`src/rtl/alu_packet_parser.sv`:
```
// alu_packet_parser: turns a UART-RX byte stream of framed ALU packets into
//   operand words (opcode, 32-bit operand, first/last flags) for a downstream ALU.
// Latency: a word is presented one cycle after its completing byte is accepted.
// Backpressure: while a word waits for op_ready_i the parser holds it and drops
//   rx_ready_o; every other state accepts one byte per cycle.
// Ports:
//   clk, rst           - sole clock; synchronous active-high reset
//   rx_valid_i/rx_data_i/rx_ready_o - byte input handshake
//   op_valid_o/op_ready_i           - word output handshake
//   opcode_o, operand_o, first_o, last_o - word payload (all registered)
//   err_o              - one-cycle pulse when a packet is rejected or aborted
// Build option: define ALU_PARSER_TIMEOUT_EN to abort a packet after
//   TIMEOUT_CYCLES idle cycles mid-packet; without it TIMEOUT_CYCLES is unused.
module alu_packet_parser #(
  parameter logic [23:0] TIMEOUT_CYCLES = 24'd1_200_000
) (
  input  logic        clk,
  input  logic        rst,
  input  logic        rx_valid_i,
  input  logic [7:0]  rx_data_i,
  output logic        rx_ready_o,
  output logic        op_valid_o,
  input  logic        op_ready_i,
  output logic [7:0]  opcode_o,
  output logic [31:0] operand_o,
  output logic        first_o,
  output logic        last_o,
  output logic        err_o
);

  localparam logic [7:0] OPC_ECHO = 8'hEC;
  localparam logic [7:0] OPC_ADD  = 8'hAD;
  localparam logic [7:0] OPC_MUL  = 8'hAC;
  localparam logic [7:0] OPC_DIV  = 8'hD1;

  typedef enum logic [2:0] {
    S_OPCODE,
    S_RSVD,
    S_LEN_LO,
    S_LEN_HI,
    S_PAYLOAD,
    S_EMIT,
    S_DRAIN
  } state_t;

  state_t      r_state;
  logic        r_rx_ready;
  logic        r_op_valid;
  logic        r_first_o;
  logic        r_last_o;
  logic        r_err;
  logic [7:0]  r_opcode;
  logic [7:0]  r_len_lo;
  logic [31:0] r_operand;
  logic [23:0] r_acc;            // low three bytes of an arithmetic word
  logic [1:0]  r_byte_idx;       // byte position within an arithmetic word
  logic [15:0] r_remain;         // payload bytes still to be accepted
  logic        r_first_pending;  // next emitted word is the packet's first
`ifdef ALU_PARSER_TIMEOUT_EN
  logic [23:0] r_to_cnt;
`endif

  logic        w_accept;
  logic        w_is_echo;
  logic        w_is_arith;
  logic        w_word_done;
  logic [15:0] w_len;
  logic [15:0] w_remain_dec;
  logic [31:0] w_word;

  assign w_accept     = rx_valid_i & r_rx_ready;
  assign w_is_echo    = (r_opcode == OPC_ECHO);
  assign w_is_arith   = (r_opcode == OPC_ADD) | (r_opcode == OPC_MUL) | (r_opcode == OPC_DIV);
  assign w_len        = {rx_data_i, r_len_lo};
  assign w_remain_dec = r_remain - 16'd1;
  // Echo completes a word on every byte; arithmetic on the fourth byte.
  assign w_word_done  = w_is_echo | (r_byte_idx == 2'd3);
  assign w_word       = w_is_echo ? {24'h0, rx_data_i} : {rx_data_i, r_acc};

  assign rx_ready_o = r_rx_ready;
  assign op_valid_o = r_op_valid;
  assign opcode_o   = r_opcode;
  assign operand_o  = r_operand;
  assign first_o    = r_first_o;
  assign last_o     = r_last_o;
  assign err_o      = r_err;

  always_ff @(posedge clk) begin
    if (rst) begin
      r_state         <= S_OPCODE;
      r_rx_ready      <= 1'b0;
      r_op_valid      <= 1'b0;
      r_first_o       <= 1'b0;
      r_last_o        <= 1'b0;
      r_err           <= 1'b0;
      r_opcode        <= 8'h00;
      r_len_lo        <= 8'h00;
      r_operand       <= 32'h0;
      r_acc           <= 24'h0;
      r_byte_idx      <= 2'd0;
      r_remain        <= 16'h0;
      r_first_pending <= 1'b0;
`ifdef ALU_PARSER_TIMEOUT_EN
      r_to_cnt        <= 24'h0;
`endif
    end else begin
      r_err      <= 1'b0;
      r_rx_ready <= 1'b1;

      case (r_state)
        S_OPCODE: begin
          if (w_accept) begin
            r_opcode <= rx_data_i;
            r_state  <= S_RSVD;
          end
        end

        S_RSVD: begin
          if (w_accept) r_state <= S_LEN_LO;
        end

        S_LEN_LO: begin
          if (w_accept) begin
            r_len_lo <= rx_data_i;
            r_state  <= S_LEN_HI;
          end
        end

        S_LEN_HI: begin
          if (w_accept) begin
            r_remain        <= w_len - 16'd4;
            r_first_pending <= 1'b1;
            r_byte_idx      <= 2'd0;
            if (w_len < 16'd4) begin
              r_err   <= 1'b1;
              r_state <= S_OPCODE;
            end else if (w_len == 16'd4) begin
              r_state <= S_OPCODE;
            end else if (!(w_is_echo | w_is_arith) ||
                         (w_is_arith && (w_len[1:0] != 2'b00))) begin
              // (len-4) mod 4 equals len mod 4, so the low bits decide alignment
              r_err   <= 1'b1;
              r_state <= S_DRAIN;
            end else begin
              r_state <= S_PAYLOAD;
            end
          end
        end

        S_PAYLOAD: begin
          if (w_accept) begin
            r_remain   <= w_remain_dec;
            r_byte_idx <= r_byte_idx + 2'd1;
            case (r_byte_idx)
              2'd0:    r_acc[7:0]   <= rx_data_i;
              2'd1:    r_acc[15:8]  <= rx_data_i;
              2'd2:    r_acc[23:16] <= rx_data_i;
              default: ;
            endcase
            if (w_word_done) begin
              r_operand       <= w_word;
              r_op_valid      <= 1'b1;
              r_first_o       <= r_first_pending;
              r_last_o        <= (r_remain == 16'd1);
              r_first_pending <= 1'b0;
              r_rx_ready      <= 1'b0;
              r_state         <= S_EMIT;
            end
          end
        end

        S_EMIT: begin
          if (op_ready_i) begin
            r_op_valid <= 1'b0;
            r_first_o  <= 1'b0;
            r_last_o   <= 1'b0;
            r_state    <= (r_remain == 16'h0) ? S_OPCODE : S_PAYLOAD;
          end else begin
            r_rx_ready <= 1'b0;
          end
        end

        S_DRAIN: begin
          if (w_accept) begin
            r_remain <= w_remain_dec;
            if (r_remain == 16'd1) r_state <= S_OPCODE;
          end
        end

        default: r_state <= S_OPCODE;
      endcase

`ifdef ALU_PARSER_TIMEOUT_EN
      // Idle time only counts while a packet is in flight and the parser is
      // waiting on the byte source; a stalled ALU never triggers an abort.
      if ((r_state == S_OPCODE) || (r_state == S_EMIT) || w_accept) begin
        r_to_cnt <= 24'h0;
      end else if ((r_to_cnt + 24'd1) >= TIMEOUT_CYCLES) begin
        r_to_cnt <= 24'h0;
        r_err    <= 1'b1;
        r_state  <= S_OPCODE;
      end else begin
        r_to_cnt <= r_to_cnt + 24'd1;
      end
`endif
    end
  end

endmodule

```
`config.mk`:
```
export PLATFORM = sky130hd
export DESIGN_NAME = alu_packet_parser
export DESIGN_NICKNAME = d
export VERILOG_FILES = /design/src/rtl/alu_packet_parser.sv
export SDC_FILE = /design/constraint.sdc
export NUM_CORES = 1
export LEC_CHECK = 0
export ABC_AREA = 1
export ABC_CLOCK_PERIOD_IN_PS = 4600
export CAP_MARGIN = 20
export CORE_ASPECT_RATIO = 1.75
export CORE_MARGIN = 4
export CORE_UTILIZATION = 35
export CTS_BUF_LIST = sky130_fd_sc_hd__clkbuf_8
export DETAILED_ROUTE_END_ITERATION = 12
export GPL_TIMING_DRIVEN = 1
export MAX_ROUTING_LAYER = met4
export SYNTH_ARGS = -nofsm -noshare
export SYNTH_HDL_FRONTEND = slang
export SYNTH_SLANG_ARGS = --single-unit
```
`constraint.sdc`:
```
create_clock -name clk -period 4.6 [get_ports clk]
set_input_delay 1.15 -clock clk [delete_from_list [all_inputs] [get_ports clk]]
set_output_delay 1.15 -clock clk [all_outputs]
set_load 0.1 [all_outputs]
```
==> results of run 1 <==
[placed cells by master (no fill, tap or decap)]
cell type        instances
a211oi_1                 9
nand3b_1                 1
clkinv_2                 1
o211ai_1                 1
ha_1                     9
clkbuf_8                 9
inv_1                   55
a21oi_2                  2
or2_2                    1
nand2_4                  2
a21boi_0                 1
o21a_1                   1
nand2_1                137
buf_4                    3
nand4_2                  1
o21ai_0                 67
inv_6                    3
nor2_2                   1
nand4_1                  2
a31oi_1                  4
nand3_1                 62
clkinv_4                 3
nor2_8                   2
a21oi_4                  1
clkdlybuf4s50_1         56
nor2_1                  88
a21oi_1                 91
dfxtp_1                 99
xor2_1                   2
o21ai_1                  4
inv_2                    6
inv_8                    1
[cell usage after synthesis (2+ instances only)]
library cell    n
ha_1            9
o21ai_1         4
a31oi_1         4
buf_6           8
nor2_1         88
inv_2           6
a21oi_2         2
nand2_1       137
clkbuf_1       16
xor2_1          2
a21oi_1        91
a211oi_1        9
nand2_4         2
inv_1          55
nand3_1        62
nand4_1         2
o21ai_0        67
nor2_8          2
buf_2           5
dfxtp_1        99
[path summary, 6_finish.rpt]
path	from	endpoint	slack, ns	cells after the start
max	opcode_o[3]$_SDFFE_PP0P_	opcode_o[3]	1.50	1
min	operand_o[13]$_SDFFE_PP0P_	operand_o[13]$_SDFFE_PP0P_	0.47	2
max reg2reg	r_state[0]$_SDFFE_PP0P_	operand_o[3]$_SDFFE_PP0P_	1.90	9
min reg2reg	operand_o[13]$_SDFFE_PP0P_	operand_o[13]$_SDFFE_PP0P_	0.47	2
[state kept, by name, summed over array words and instances (netlist names)]
register         count
r_remain            16
r_byte_idx           2
r_state              3
r_acc               24
r_len_lo             8
rx_ready_o           1
op_valid_o           1
err_o                1
r_first_pending      1
first_o              1
operand_o           32
last_o               1
opcode_o             8
[layer usage]
metal / vias up / GRT usage [%] / wire, microns
li1: 2322 / - / -
met4: 0 / 8.16 / 480
met1: 2152 / 20.5 / 5560
met5: - / - / 0
met3: 25 / 2.92 / 460
met2: 120 / 33.2 / 7500
[logic make-up (layout without fill, tap and decap cells)]
group / after synthesis / in the layout / synth area share, %
AO/OA/AOI/OAI: 181 / 181 / 20.1
XOR/XNOR: 2 / 2 / 0.368
adder cells (fa/ha/maj): 9 / 9 / 2.36
buffers and inverters: 94 / 137 / 9.01
flip-flops: 99 / 99 / 41.6
AND/OR/NAND/NOR: 297 / 297 / 26.5
[final cells by class]
type / count / area [sq um] / share of cell area (%)
Multi-Input combinational cell: 489 / 2350 / 42.3
Sequential cell: 99 / 1980 / 35.7
Timing Repair Buffer: 59 / 583 / 10.5
Inverter: 63 / 243 / 4.37
Tap cell: 174 / 218 / 3.92
Clock buffer: 9 / 124 / 2.23
Clock inverter: 6 / 55.1 / 0.991
[where the power goes]
group          leakage [uW]  total, uW  switching [uW]  internal [uW]
Sequential         0.000800        901            22.8            878
Clock             0.0000926        543             337            206
Combinational       0.00141        315             226           88.4
Total               0.00230       1760             586           1170
[worst reg2reg max path: stages, from the launching register on]
cell      delay, ns
dfxtp_1        0.60
nor2_8         0.14
inv_2          0.39
nor2_8         0.07
nand2_4        0.09
clkinv_4       0.07
nand2_4        0.30
clkinv_2       0.52
o21ai_0        0.34
nor2_1         0.08
[metrics by stage]
stage | utilization (%) | setup slack (ns) | power (uW) | cell area [sq um] | hold slack, ns
after floorplan | - | 2.39 | 1150 | 4760 | 0.444
after global routing | 41.5 | 1.30 | 1840 | 5560 | 0.497
after detailed placement | 40.2 | 1.16 | 1230 | 5380 | 0.458
after global placement | 40.2 | 1.23 | 1230 | 5380 | 0.455
after CTS | 41.5 | 1.48 | 1770 | 5560 | 0.476
final | 41.5 | 1.50 | 1760 | 5560 | 0.473
==> impl_metrics.json, run 1 <==
{
  "drt_iter0_drc": 266,
  "maxSlewViolCount": 0,
  "htree_num_levels": 3,
  "synth_area_leaders": "dfxtp_1 (42%), nand2_1 (11%), a21oi_1 (9.6%), o21ai_0 (7.0%), nor2_1 (6.9%)",
  "worst_pin_slew_ns": 0.999,
  "grt_pass1_vias": 4403,
  "track_usage_pct": 18.9,
  "period_minus_slack_ns": 3.10,
  "crit_arrival_ns": 1.95,
  "syn_area_sq_mm": 0.00476,
  "cts.clk_slew.worst_paths_ns": 0.11,
  "drv_cap": 0,
  "cts_hold_buf": 0,
  "syn-instance-count": 682,
  "synthFlopType": "dfxtp_1",
  "ys_seq_area_share_pct": 41.6,
  "synth-edff-count": 0,
  "core_sq_mm": 0.0134,
  "dieHeight_microns": 162,
  "clock-root-buffer": "clkbuf_8",
  "die_w_microns": 96.2,
  "slew_headroom_pct": 33.2,
  "worst_path_dominant_cell_family": "buffers and inverters",
  "worstHoldPathType": "register to register",
  "max_stage_delay_ns": 1.16,
  "final_cell_count_no_fill": 899,
  "vdd_drop_max_mv": 0.149,
  "start_kind": "register",
  "n_antenna_cell": 0,
  "route.detailed.drc": 0,
  "antenna_found_initial": 0,
  "worstSetupPathType": "register to output pin",
  "synth_nets": 703,
  "crit_required_ns": 3.45,
  "overflow": 0,
  "syn_area_per_cell_sq_um": 6.98,
  "dp_hpwl_microns": 10100,
  "dieArea_sq_mm": 0.0156,
  "period_share_pct": 67.5,
  "rows": 56,
  "fin_skew_ns": 0.0118,
  "area_delta_synth_final_pct": 16.7,
  "synthArstFlopShare_pct": 0,
  "synth_seq_cells": 99,
  "crit_fanout": 4,
  "routed_wl_microns": 14000,
  "status": "complete, no violations",
  "cts.path.max_buffers": 2,
  "numCtsBuffers": 9,
  "ioPinCount": 57,
  "finish.net_count": 742,
  "nFillCells": 1363,
  "vias": 4619,
  "cts_tree": "yes",
  "path_buf_inv": 1,
  "grt_pass1_wl_microns": 22200,
  "path_cells": "clkdlybuf4s50_1",
  "wire_per_inst_microns": 15.6,
  "yosys.area.top_type": "dfxtp_1",
  "finalSetupTns_ns": 0,
  "ys_warn_count": 0,
  "gp_congestion": 0.930,
  "clk_latency_ns": 0.38,
  "ant_nets": 0,
  "start_util_pct": 35.6,
  "synth_cell_types": 32,
  "dp_cells": 884,
  "yosys.area.top_type_share_pct": 41.6,
  "max_freq_mhz": 322,
  "powerDensity_mw_per_mm2": 316,
  "post_cts_resized": 0,
  "slowest_stage": "clkdlybuf4s50_1",
  "finalHoldViolCount": 0,
  "dr.pass1.iters": 7,
  "grt_max_degree": 43,
  "p_leak_uw": 0.00230,
  "cts_setup_buffers": 0,
  "io_buffers": 56,
  "vias_per_cell": 5.14,
  "rsz0062_at_grt": "false",
  "drive_gt1_share_pct": 4.97,
  "setup_viol": 0,
  "cts_num_sinks": 99,
  "crit_path_end_kind": "output pin"
}
Note: power is estimated with default switching activity, not from simulation.
==> inputs of run 2 (changes only) <==
--- a/config.mk
+++ b/config.mk
@@ -6,7 +6,7 @@
 export NUM_CORES = 1
 export LEC_CHECK = 0
 export ABC_AREA = 1
-export ABC_CLOCK_PERIOD_IN_PS = 4600
+export ABC_CLOCK_PERIOD_IN_PS = 2550
 export CAP_MARGIN = 20
 export CORE_ASPECT_RATIO = 1.75
 export CORE_MARGIN = 4
==> constraint.sdc (replaced) <==
create_clock -name clk -period 2.55 [get_ports clk]
set_input_delay 0.6375 -clock clk [delete_from_list [all_inputs] [get_ports clk]]
set_output_delay 0.6375 -clock clk [all_outputs]
set_load 0.1 [all_outputs]
==> run 2 against run 1 <==
Worst setup slack worse by 1.0 ns. Routed wire length is 1.3% higher. Via count is 0.32% lower. Non-clock buffer count is 7 higher. Final area is 0.61% higher. Global-route usage is 0.77 points higher. Count of clock-buffer cells in the layout stayed put. Clock power is 120% higher. Register-to-register slack worse by 1.4 ns. Flip-flop and latch count stayed put. First-iteration DRC count is 2.3% higher. Total power is 94% higher. Largest cell class unchanged.
==> impl_metrics.json, run 2 (synthesis results as in run 1) <==
{
  "core_sq_mm": 0.0134,
  "dr.pass1.iters": 5,
  "clk_latency_ns": 0.37,
  "io_buffers": 56,
  "grt_max_degree": 63,
  "placed_cell_area_sq_mm": 0.00536,
  "finalSetupTns_ns": 0,
  "hp-start": "first_o$_SDFFE_PP0P_",
  "max_freq_mhz": 488,
  "total_power_uw": 3410,
  "reg2reg_slack_ns": 0.50,
  "drt_iter0_drc": 272,
  "vias": 4604,
  "htree_num_levels": 3,
  "switching_share_pct": 29.8,
  "antenna_found_initial": 0,
  "overflow": 0,
  "vdd_drop_max_mv": 0.299,
  "route.detailed.drc": 0,
  "rr_worst_depth": 10,
  "path_cells": "nor2_8 > inv_2 > nor2_8 > nand2_4 > clkinv_4 > nand2_4 > clkinv_2 > buf_12 > o21ai_0 > nor2_1",
  "r2r_start": "r_state[0]$_SDFFE_PP0P_",
  "rows": 56,
  "finalHoldViolCount": 0,
  "cts_setup_buffers": 0,
  "mostFrequentLayoutCells": "nand2_1 (137), dfxtp_1 (99), a21oi_1 (91), nor2_1 (88), o21ai_0 (67)",
  "cts_hold_buf": 0,
  "ant_nets": 0,
  "clock-root-buffer": "clkbuf_8",
  "gp_congestion": 0.965,
  "fin_skew_ns": 0.0180,
  "cts.clk_slew.worst_paths_ns": 0.10,
  "slew_headroom_pct": 62.4,
  "track_usage_pct": 19.6,
  "drv_cap": 0,
  "numCtsBuffers": 9,
  "status": "complete, no violations",
  "grt_pass1_wl_microns": 23100,
  "dieArea_sq_mm": 0.0156,
  "regToRegEndpoint": "operand_o[2]$_SDFFE_PP0P_",
  "slowest_stage": "dfxtp_1",
  "maxSlewViolCount": 0,
  "pre_cts_slack_ns": 0.210,
  "crit_fanout": 22,
  "period_minus_slack_ns": 2.05,
  "crit_required_ns": 2.81,
  "p_int_uw": 2400,
  "final_area_sq_mm": 0.00559,
  "powerDensity_mw_per_mm2": 611,
  "final_core_util_pct": 41.8,
  "wire_per_inst_microns": 15.7,
  "die_w_microns": 96.2,
  "fin_ws_ns": 0.501,
  "seqPwrFrac_pct": 47.6,
  "worst_path_dominant_cell_family": "buffers and inverters",
  "worstHoldPathType": "register to register",
  "ioPinCount": 57,
  "crit_arrival_ns": 2.31,
  "path_buf_inv": 4,
  "area_delta_synth_final_pct": 17.4,
  "setup_viol": 0,
  "start_kind": "register",
  "period_share_pct": 80.4,
  "cts_num_sinks": 99,
  "min_path_cells": 2,
  "hold_end": "first_o$_SDFFE_PP0P_",
  "final_common_cell": "nand2_1",
  "vias_per_cell": 5.08,
  "n_antenna_cell": 0,
  "rsz0062_at_grt": "false",
  "routed_wl_microns": 14200,
  "dieHeight_microns": 162,
  "power_frac_clock_pct": 35.6,
  "cts_tree": "yes",
  "cts.path.max_buffers": 2,
  "start_util_pct": 35.6,
  "drive_gt1_share_pct": 11.9,
  "grt_pass1_vias": 4494,
  "finish.net_count": 749,
  "worst_pin_slew_ns": 0.563,
  "power_frac_comb_pct": 16.8,
  "largest_register_ffs": 32,
  "dp_hpwl_microns": 10400,
  "max_stage_delay_ns": 0.63,
  "post_cts_resized": 0,
  "switchingPower_uw": 1020,
  "p_leak_uw": 0.00246,
  "crit_path_end_kind": "register",
  "worstSetupPathType": "register to register"
}
==> run 2: layout make-up <==
| class | instances | area, sq um |
|---|---|---|
| multi-input combinational | 489 | 2350 |
| clock inverter | 6 | 111 |
| clock buffer | 9 | 124 |
| tap | 174 | 218 |
| timing repair buffer | 66 | 561 |
| sequential | 99 | 1980 |
| inverter | 63 | 243 |
| fill | 1386 | 7790 |
==> run 2: tightest hold or removal path: stages, from the launching register on <==
cell and delay (ns):
dfxtp_1 0.32, nand2_1 0.06, a21oi_1 0.05
==> run 2: how the worst max path moves through the flow <==
stage	depth (start not counted)	endpoint	from	slack (ns)
global route	10	operand_o[1]$_SDFFE_PP0P_	r_state[0]$_SDFFE_PP0P_	0.34
detailed placement	7	r_remain[1]$_SDFFE_PP0P_	rx_valid_i	0.21
CTS	10	operand_o[2]$_SDFFE_PP0P_	r_state[0]$_SDFFE_PP0P_	0.50
finish	10	operand_o[2]$_SDFFE_PP0P_	r_state[0]$_SDFFE_PP0P_	0.50
floorplan	10	operand_o[4]$_SDFFE_PP0P_	opcode_o[1]$_SDFFE_PP0P_	0.39
global placement	7	r_remain[1]$_SDFFE_PP0P_	rx_valid_i	0.24
==> run 2: routing by layer <==
| layer | vias up | wire length, microns | track usage (%) |
|---|---|---|---|
| met1 | 2117 | 5640 | 22.1 |
| met5 | - | 0 | - |
| met3 | 34 | 548 | 3.20 |
| met2 | 122 | 7330 | 33.2 |
| li1 | 2331 | - | - |
| met4 | 0 | 661 | 9.39 |
==> run 2: metrics by stage <==
| stage | hold WS, ns | instances |
|---|---|---|
| after floorplan | 0.444 | 682 |
| after global placement | 0.457 | 891 |
| after detailed placement | 0.459 | 891 |
| after CTS | 0.474 | 906 |
| after global routing | 0.493 | 906 |
| final | 0.468 | 906 |
==> run 2: power by group through the flow <==
stage | registers, uW | clock network [uW] | logic, uW
after floorplan | 1740 | 0 | 327
after global placement | 1660 | 0 | 568
after detailed placement | 1660 | 0 | 572
after CTS | 1620 | 1250 | 574
after global routing | 1630 | 1310 | 636
final | 1620 | 1220 | 574
